==> config.mk <==
export PLATFORM = sky130hd
export DESIGN_NAME = sram_like_arbiter
export DESIGN_NICKNAME = d
export VERILOG_FILES = /design/src/rtl/cpu_bus_pkg.sv /design/src/rtl/owner_fifo.sv /design/src/rtl/sram_like_arbiter.sv
export SDC_FILE = /design/constraint.sdc
export NUM_CORES = 1
export LEC_CHECK = 0
export BUFFER_PORTS_ARGS = -buffer_cell sky130_fd_sc_hd__buf_4
export CAP_MARGIN = 20
export CORE_AREA = 5 5 120 122
export CTS_BUF_LIST = sky130_fd_sc_hd__clkbuf_4 sky130_fd_sc_hd__clkbuf_8
export CTS_CLUSTER_SIZE = 8
export DETAILED_ROUTE_END_ITERATION = 10
export DIE_AREA = 0 0 125 127
export SETUP_SLACK_MARGIN = 0.02
export SLEW_MARGIN = 20
export SYNTH_ARGS = -nofsm -noshare
export SYNTH_HDL_FRONTEND = slang
export SYNTH_SLANG_ARGS = --single-unit
==> constraint.sdc <==
create_clock -name clk -period 4.9 [get_ports clk]
set_clock_uncertainty 0.15 [all_clocks]
set_input_delay 0.49 -clock clk [delete_from_list [all_inputs] [get_ports clk]]
set_output_delay 0.49 -clock clk [all_outputs]
set_load 0.01 [all_outputs]
==> src/rtl/cpu_bus_pkg.sv <==
// Shared definitions for the core's SRAM-like bus: owner codes, the
// arbiter FSM encoding, transfer size codes and the request payload struct.
package cpu_bus_pkg;

  localparam int unsigned ADDR_W = 32;
  localparam int unsigned DATA_W = 32;
  localparam int unsigned STRB_W = 4;
  localparam int unsigned SIZE_W = 2;

  // Owner code stored per outstanding transaction.
  localparam logic OWN_INST = 1'b0;
  localparam logic OWN_DATA = 1'b1;

  // Transfer size codes: bytes = 1 << size.
  localparam logic [SIZE_W-1:0] SZ_BYTE = 2'd0;
  localparam logic [SIZE_W-1:0] SZ_HALF = 2'd1;
  localparam logic [SIZE_W-1:0] SZ_WORD = 2'd2;

  // Arbiter states: no lock, or grant held on inst / data.
  typedef enum logic [1:0] {
    ARB_IDLE   = 2'd0,
    ARB_LOCK_I = 2'd1,
    ARB_LOCK_D = 2'd2
  } arb_state_t;

  // Address-phase request fields presented on the master port.
  typedef struct packed {
    logic              wr;
    logic [SIZE_W-1:0] size;
    logic [STRB_W-1:0] wstrb;
    logic [ADDR_W-1:0] addr;
    logic [DATA_W-1:0] wdata;
  } bus_req_t;

endpackage

==> src/rtl/owner_fifo.sv <==
// In-order record of which channel issued each outstanding transaction.
// Ports: clk, reset (sync, active-high); push/din write an owner code,
// pop retires the head; head/full/empty reflect registered state only.
module owner_fifo #(
  parameter int unsigned DEPTH = 2
) (
  input  logic clk,
  input  logic reset,
  input  logic push,
  input  logic pop,
  input  logic din,
  output logic head,
  output logic full,
  output logic empty
);

  localparam int unsigned PTR_W = (DEPTH > 1) ? $clog2(DEPTH) : 1;
  localparam int unsigned CNT_W = $clog2(DEPTH) + 1;

  logic [DEPTH-1:0] slots;
  logic [PTR_W-1:0] wr_ptr;
  logic [PTR_W-1:0] rd_ptr;
  logic [CNT_W-1:0] count;
  logic             push_ok;
  logic             pop_ok;

  // Pointer advance that wraps at DEPTH, valid for non-power-of-two too.
  function automatic logic [PTR_W-1:0] ptr_inc(input logic [PTR_W-1:0] p);
    ptr_inc = (p == PTR_W'(DEPTH - 1)) ? '0 : p + PTR_W'(1);
  endfunction

  assign full    = (count == CNT_W'(DEPTH));
  assign empty   = (count == '0);
  assign head    = slots[rd_ptr];
  assign push_ok = push & ~full;
  assign pop_ok  = pop & ~empty;

  // Storage, pointers and occupancy.
  always_ff @(posedge clk) begin
    if (reset) begin
      slots  <= '0;
      wr_ptr <= '0;
      rd_ptr <= '0;
      count  <= '0;
    end else begin
      if (push_ok) begin
        slots[wr_ptr] <= din;
        wr_ptr        <= ptr_inc(wr_ptr);
      end
      if (pop_ok) begin
        rd_ptr <= ptr_inc(rd_ptr);
      end
      case ({push_ok, pop_ok})
        2'b10:   count <= count + CNT_W'(1);
        2'b01:   count <= count - CNT_W'(1);
        default: count <= count;
      endcase
    end
  end

endmodule

==> src/rtl/sram_like_arbiter.sv <==
// Two-to-one arbiter sharing one SRAM-like master port between the
// instruction-fetch and data channels. Data has fixed priority; a presented
// but unaccepted grant is locked until accepted. Responses are routed back
// in issue order using an owner FIFO.
// Ports: clk, reset (sync, active-high);
//   inst_* / data_*: requester side (req/wr/size/wstrb/addr/wdata in,
//                    addr_ok/data_ok/rdata out);
//   mem_*:           master side (request fields out, addr_ok/data_ok/rdata in).
// The request, addr_ok and data_ok paths are combinational by design.
module sram_like_arbiter
  import cpu_bus_pkg::*;
#(
  parameter int unsigned MAX_OUTSTANDING = 2
) (
  input  logic              clk,
  input  logic              reset,

  input  logic              inst_req,
  input  logic              inst_wr,
  input  logic [SIZE_W-1:0] inst_size,
  input  logic [STRB_W-1:0] inst_wstrb,
  input  logic [ADDR_W-1:0] inst_addr,
  input  logic [DATA_W-1:0] inst_wdata,
  output logic              inst_addr_ok,
  output logic              inst_data_ok,
  output logic [DATA_W-1:0] inst_rdata,

  input  logic              data_req,
  input  logic              data_wr,
  input  logic [SIZE_W-1:0] data_size,
  input  logic [STRB_W-1:0] data_wstrb,
  input  logic [ADDR_W-1:0] data_addr,
  input  logic [DATA_W-1:0] data_wdata,
  output logic              data_addr_ok,
  output logic              data_data_ok,
  output logic [DATA_W-1:0] data_rdata,

  output logic              mem_req,
  output logic              mem_wr,
  output logic [SIZE_W-1:0] mem_size,
  output logic [STRB_W-1:0] mem_wstrb,
  output logic [ADDR_W-1:0] mem_addr,
  output logic [DATA_W-1:0] mem_wdata,
  input  logic              mem_addr_ok,
  input  logic              mem_data_ok,
  input  logic [DATA_W-1:0] mem_rdata
);

  arb_state_t state;
  arb_state_t state_nxt;

  logic     gnt_vld;
  logic     gnt_own;
  logic     gnt_req;
  logic     accept;
  logic     fifo_pop;
  logic     fifo_head;
  logic     fifo_full;
  logic     fifo_empty;
  bus_req_t inst_f;
  bus_req_t data_f;
  bus_req_t mem_f;

  assign inst_f = '{wr: inst_wr, size: inst_size, wstrb: inst_wstrb,
                    addr: inst_addr, wdata: inst_wdata};
  assign data_f = '{wr: data_wr, size: data_size, wstrb: data_wstrb,
                    addr: data_addr, wdata: data_wdata};

  // State register.
  always_ff @(posedge clk) begin
    if (reset) begin
      state <= ARB_IDLE;
    end else begin
      state <= state_nxt;
    end
  end

  // Grant selection, master-port request, handshakes and next state.
  always_comb begin
    state_nxt    = state;
    gnt_vld      = 1'b0;
    gnt_own      = OWN_INST;
    gnt_req      = 1'b0;
    mem_req      = 1'b0;
    accept       = 1'b0;
    mem_f        = '0;
    inst_addr_ok = 1'b0;
    data_addr_ok = 1'b0;

    case (state)
      ARB_IDLE: begin
        if (data_req) begin
          gnt_vld = 1'b1;
          gnt_own = OWN_DATA;
        end else if (inst_req) begin
          gnt_vld = 1'b1;
          gnt_own = OWN_INST;
        end
      end
      ARB_LOCK_I: begin
        gnt_vld = 1'b1;
        gnt_own = OWN_INST;
      end
      ARB_LOCK_D: begin
        gnt_vld = 1'b1;
        gnt_own = OWN_DATA;
      end
      default: begin
        gnt_vld = 1'b0;
      end
    endcase

    if (gnt_vld) begin
      gnt_req = (gnt_own == OWN_DATA) ? data_req : inst_req;
      mem_f   = (gnt_own == OWN_DATA) ? data_f : inst_f;
    end

    // Full uses registered occupancy, so a same-cycle pop does not unblock.
    mem_req      = gnt_req & ~fifo_full & ~reset;
    accept       = mem_req & mem_addr_ok;
    inst_addr_ok = accept & (gnt_own == OWN_INST);
    data_addr_ok = accept & (gnt_own == OWN_DATA);

    case (state)
      ARB_IDLE: begin
        if (mem_req && !mem_addr_ok) begin
          state_nxt = (gnt_own == OWN_DATA) ? ARB_LOCK_D : ARB_LOCK_I;
        end
      end
      // A dropped request releases the lock (robustness only).
      ARB_LOCK_I: begin
        if (accept || !inst_req) begin
          state_nxt = ARB_IDLE;
        end
      end
      ARB_LOCK_D: begin
        if (accept || !data_req) begin
          state_nxt = ARB_IDLE;
        end
      end
      default: begin
        state_nxt = ARB_IDLE;
      end
    endcase
  end

  assign mem_wr    = mem_f.wr;
  assign mem_size  = mem_f.size;
  assign mem_wstrb = mem_f.wstrb;
  assign mem_addr  = mem_f.addr;
  assign mem_wdata = mem_f.wdata;

  // Responses with nothing outstanding are dropped.
  assign fifo_pop     = mem_data_ok & ~fifo_empty & ~reset;
  assign inst_data_ok = fifo_pop & (fifo_head == OWN_INST);
  assign data_data_ok = fifo_pop & (fifo_head == OWN_DATA);
  assign inst_rdata   = mem_rdata;
  assign data_rdata   = mem_rdata;

  owner_fifo #(
    .DEPTH (MAX_OUTSTANDING)
  ) u_owner_fifo (
    .clk   (clk),
    .reset (reset),
    .push  (accept),
    .pop   (fifo_pop),
    .din   (gnt_own),
    .head  (fifo_head),
    .full  (fifo_full),
    .empty (fifo_empty)
  );

endmodule

* Word-level counts from Yosys, hierarchy flattened
Cells that the tools add are included.
** Word-level totals
- Output and inout port bits :: 140
- Input port bits :: 180
- Logic and storage cells :: 70
- Register bits :: 8
** Operators by class
- Equality and inequality tests :: 8
- Muxes and demuxes :: 22
- Order comparisons :: 3
- Reduce and logical (&&, ||, !) cells :: 12
- Bitwise logic cells :: 16
- Add/sub/neg operators :: 4
** Operators with widths (count)
- $mux 71 :: 2
- $and 1x1->1 :: 11
- $mux 1 :: 10
- $mux 2 :: 4
- $eq 2x2->1 const B :: 3
- $ne 2x2->1 const B :: 3
- $pmux 2 s3 :: 1
- $not 1->1 :: 5
- $eq 2x1->1 const B :: 2
- $logic_not 2->1 :: 2
- $lt 1x2->1 const B :: 2
- $pmux 1 s2 :: 2
- $pmux 2 s2 :: 1
- $logic_not 1->1 :: 3
- $reduce_and 3->1 :: 1
- $add 1x1->1 const B :: 2
- $add 2x1->2 const B :: 1
- $bwmux 2 :: 1
- $logic_and 1x1->1 :: 2
- $logic_or 1x1->1 :: 2
- $reduce_bool 2->1 :: 1
- $reduce_or 2->1 :: 1
- $sub 2x1->2 const B :: 1
- $demux 1 s1 :: 1
- $ge 1x1->1 const B :: 1

* Depth between registers and ports, before layout
- Depth after elaboration :: 10
- Gate-level depth with buffers :: 10
- Mapped depth without buffers :: 10

* Hierarchy
A second synthesis with hierarchy kept.
** Unflattened totals
- Cell total of the unflattened synthesis :: 367
- Area total of the unflattened synthesis :: 2025.7 um2
** By module, submodules not included
- sram_like_arbiter :: area an instance 1734.2 um2, seq. area each 40.0 um2, cells each 336, times used 1
- owner_fifo :: area an instance 291.5 um2, seq. area each 120.1 um2, cells each 31, times used 1

* Least setup slack after synthesis
OpenSTA, ideal clock, no wires.
- Path kind :: reg-to-reg
- Start :: register state[0]
- End :: register u_owner_fifo.count[1]
- Data arrival time :: 2.257 ns
- Library setup time :: 0.071 ns
- Cell stages (with the launch flop) :: 10
- Buffers on the path :: 0
- Required time :: 4.679 ns
- Slack :: 2.422 ns
- Period minus slack after synthesis :: 2.478 ns
- Cell sequence :: dfxtp_1 -> inv_1 -> ha_1 -> nand2b_4 -> a2111o_1 -> nor2_1 -> inv_1 -> ha_1 -> or3_1 -> a21oi_1
** On the way
- Word-level cells in the longest chain between the ends :: 10
- Elaborated cells on any way between the ends :: 16
- Those cells by class :: eq/ne (4); mux (5); bitwise (4); reduce/logical (3)
** Ends and longest elaborated chain
- from (decl) :: line sram_like_arbiter.sv:49 : arb_state_t state;
- from (signal assigned) :: line sram_like_arbiter.sv:74 : state <= state_nxt;
- $eq 2x2->1 (tied with other cells) :: line sram_like_arbiter.sv:90 : case (state)
- $pmux 1 s2 / $reduce_or 2->1 (equally long branches)
- $mux 1 / $pmux 1 s2 (equally long branches) :: line sram_like_arbiter.sv:114, sram_like_arbiter.sv:90
- $mux 1 * :: line sram_like_arbiter.sv:113 : if (gnt_vld) begin
- $and 1x1->1 * (2 in series) :: line sram_like_arbiter.sv:119 : mem_req = gnt_req & ~fifo_full & ~reset;
- $and 1x1->1 * :: line sram_like_arbiter.sv:120 : accept = mem_req & mem_addr_ok;
- $and 1x1->1 * :: line owner_fifo.sv:35 : assign push_ok = push & ~full;
- $eq 2x1->1 / $eq 2x2->1 (equally long branches) :: line owner_fifo.sv:53 : case ({push_ok, pop_ok})
- $pmux 2 s2 / $reduce_bool 2->1 (equally long branches)
- to (signal assigned) :: line owner_fifo.sv:54 : 2'b10: count <= count + CNT_W'(1);
- to (signal assigned) :: line owner_fifo.sv:55 : 2'b01: count <= count - CNT_W'(1);
- to (signal assigned) :: line owner_fifo.sv:56 : default: count <= count;
- to (decl) :: line owner_fifo.sv:23 : logic [CNT_W-1:0] count;
Mark *: on every way between the ends. The rest lies on a longest branch, timed or not.
A chain may end at the register's enable or synchronous reset.

* Final worst setup path
- Start :: register state[0]
- End :: output port mem_addr[13]
** On the way
- Word-level cells in the longest chain between the ends :: 4
- Elaborated cells on any way between the ends :: 8
- Those cells by class :: eq/ne (2); mux (4); reduce/logical (2)
** Ends and longest elaborated chain
- $eq 2x2->1 (tied with other cells) :: line sram_like_arbiter.sv:90
- $pmux 1 s2 / $reduce_or 2->1 (equally long branches)
- $mux 71 / $pmux 1 s2 (equally long branches) :: line sram_like_arbiter.sv:115, sram_like_arbiter.sv:90
- $mux 71 * :: line sram_like_arbiter.sv:113
- to (decl) :: line sram_like_arbiter.sv:42 : output logic [ADDR_W-1:0] mem_addr,
Marked as above.

==> results.md <==
- TritonCTS clock tree: done
- PnR worst setup slack: approximately 1700 ps
- Leakage: 1.79 nW
- EDFF count, synth: 0
- Vias: approximately 2800
- DRT Pass-1 Iters: 4
- WP buf/inv: 3
- Core area: ~13000 um^2
- Worst path arrival time: ~2600 ps
- GRT Util Overall: 10.3%
- Post-CTS Resized: 0
- CTS buffer count: 3
- Seq/Total Area, Yosys: roughly 7.9%
- Depth of the CTS H-tree: 1
- Worst-Skew Late Latency: around 230 ps
- Syn Area/Cell: about 5.5 um^2
- Top Family by Delay on Critical Path: compound AO/OA/AOI/OAI gates
- Mapped Cells: approximately 370
- Min cycle time layout: about 3200 ps
- RSZ-0062 raised after global routing: false
- IO Port Bufs: 223
- Yosys Warn Count: 0
- Vias in the first global route: between 2000 and 3000
- Pwr Total: just over 0.0007 W
- WL/cell: approximately 14 um
- Critical Path Start Type: flop
- IO Pins: 320
- Total grt overflow: 0
- Die footprint: approximately 16000 um^2
- Crit-path max cell delay: 640 ps
- Hold-fix buffers, CTS: 0
- Mapped Area: approximately 2000 um^2
- CTS root buffer: clkbuf_8
- CP dominant cell by count: buf_4
- Post-DP HPWL: 7790 um
- Clock Tree Buf Depth: 2
- Slowest-stage cell, CP: a21o_2
- Worst Hold Class: flop to flop
- Layout cells sized above 1: a little under half
- Starting density of the core: about 16%
- Asr flop ratio synth: 0%
- Final Non-Filler Cells: about 700
- Largest net degree at the start of global routing: 48
- Post-route DRC: 0
- Crit path cell chain: inv_1 > ha_1 > o21ai_1 > a21o_2 > buf_4 > a21oi_1 > buf_4
- Top FF cell, synth: dfxtp_1
- Drt total wl: 9390 um
- Die height: roughly 130 um
- Syn_nets: approximately 560
- Die width: approximately 130 um
- Post-CTS Repair Setup Buffers: 0
- Nets: approximately 700
- Detail Route Antenna Nets: 0
- N_diodes: 0
- F_max: slightly above 300 MHz
- Vias per inst: 4.11
- Pwr Density: between 200 and 250 nW/um^2
- Placed cells: just under 700
- Period utilization: approximately two thirds
- Cell Rows: 42
- Max-slew violation count: 0
- DRT iter0 DRCs: a little under 70
- FF+latch count, synth: 8
- Dpl ws: around 1900 ps
- First-pass GRT wire length: roughly 14000 um
- Max FO, Critical Path: around 40
- Clock Pin Slew Worst Setup and Hold Paths: around 40 ps
- VDD IR max: about 0.00009 V
- CTS Sinks: 8
- Initial antenna violation count: 0
- Crit end category: output pin
- Final hold vios: 0
- Levels on crit path: 7
- Worst-margin pin slew: approximately 870 ps
- Hold depth: 2
- Register-to-Register Path Depth: 9
- Setup_tns: 0 ps
- Max_cap viols: 0
- Worst slew margin: 41.9%
- RD Place Congestion: 0.834
- Final setup viols: 0
- Synth-to-layout area growth: 68.6%
- Type of the worst setup path: flop to output pin
- Critical path required time: 4260 ps
- Distinct cells, synth: 33
- Outcome: finished clean
==> path summary, 6_finish.rpt <==
check	to	from	slack (ps)
setup / recovery	mem_addr[13]	state[0]	1660
hold / removal	u_owner_fifo.slots[0]	u_owner_fifo.slots[0]	310
setup reg to reg	u_owner_fifo.count[1]	state[0]	2020
hold reg to reg	u_owner_fifo.slots[0]	u_owner_fifo.slots[0]	310
==> worst min-delay path, cell delays in order (launching register included) <==
cell and delay (ps):
dfxtp_1 300, nand2_1 50, mux2i_1 60
==> synthesized netlist by cell type (3+ instances only) <==
master | n | share of area, %
a21oi_1 | 75 | 18
buf_1 | 4 | 0.74
buf_2 | 5 | 1.2
buf_4 | 64 | 24
clkbuf_1 | 16 | 2.9
dfxtp_1 | 8 | 7.9
ha_1 | 5 | 3.1
inv_1 | 6 | 1.1
nand2_1 | 144 | 27
nor2_1 | 8 | 1.5
nor2b_1 | 3 | 0.92
o21ai_1 | 3 | 0.74
==> cell families (layout without fill, tap and decap cells) <==
group	after synthesis	count (layout)	synth area share (%)
simple gates	164	164	31.9
compound gates	95	95	25.8
buf+inv	95	236	29.6
flops	8	8	7.86
fa+ha+maj	5	5	3.07
xor+xnor	3	3	1.29
mux	1	1	0.491
==> registers in the layout, summed over array words and instances, names as in the netlist <==
name / flops
u_owner_fifo.count: 2
u_owner_fifo.rd_ptr: 1
state: 2
u_owner_fifo.slots: 2
u_owner_fifo.wr_ptr: 1
==> placed cells by master, fill, tap and decap left out, drive strengths merged, types with 2 or more instances in the layout <==
cell type and instances:
o311ai 2, xor2 2, nor2b 3, nand3 2
inv 6, a211oi 2, or3 2, nand4 2
ha 5, a21o 2, o211ai 2, nor2 8
dfxtp 8, nand2 144, a21oi 75, clkbuf 3
o21ai 5, buf 227
==> through the flow <==
stage | instance area [um^2] | util, % | hold slack, ps
final | 3440 | 26.3 | 311
after global routing | 3440 | 26.3 | 342
after CTS | 3440 | 26.3 | 315
after detailed placement | 3400 | 26.0 | 310
after global placement | 3400 | 26.0 | 305
after floorplan | 2040 | - | 283
==> routing by layer <==
metal,GRT usage (%),share of wire (%),up-vias
met5,0,0,-
met4,4.66,3.9,0
met3,3.71,12,37
met2,17.2,46,168
met1,11.9,38,1196
li1,-,-,1429
==> report_power, final <==
part	internal, W	switching (W)
Sequential	0.0000708	0.00000514
Combinational	0.000278	0.000288
Clock	0.0000532	0.0000262
Total	0.000402	0.000320
==> final cells by class <==
cell class / instances / area, um^2
Multi-Input combinational cell: 268 / 1290
Inverter: 6 / 22.5
Fill cell: 1491 / 9650
Clock buffer: 3 / 41.3
Tap cell: 176 / 220
Sequential cell: 8 / 160
Timing Repair Buffer: 227 / 1700
Note: power is estimated with default switching activity, not from simulation.
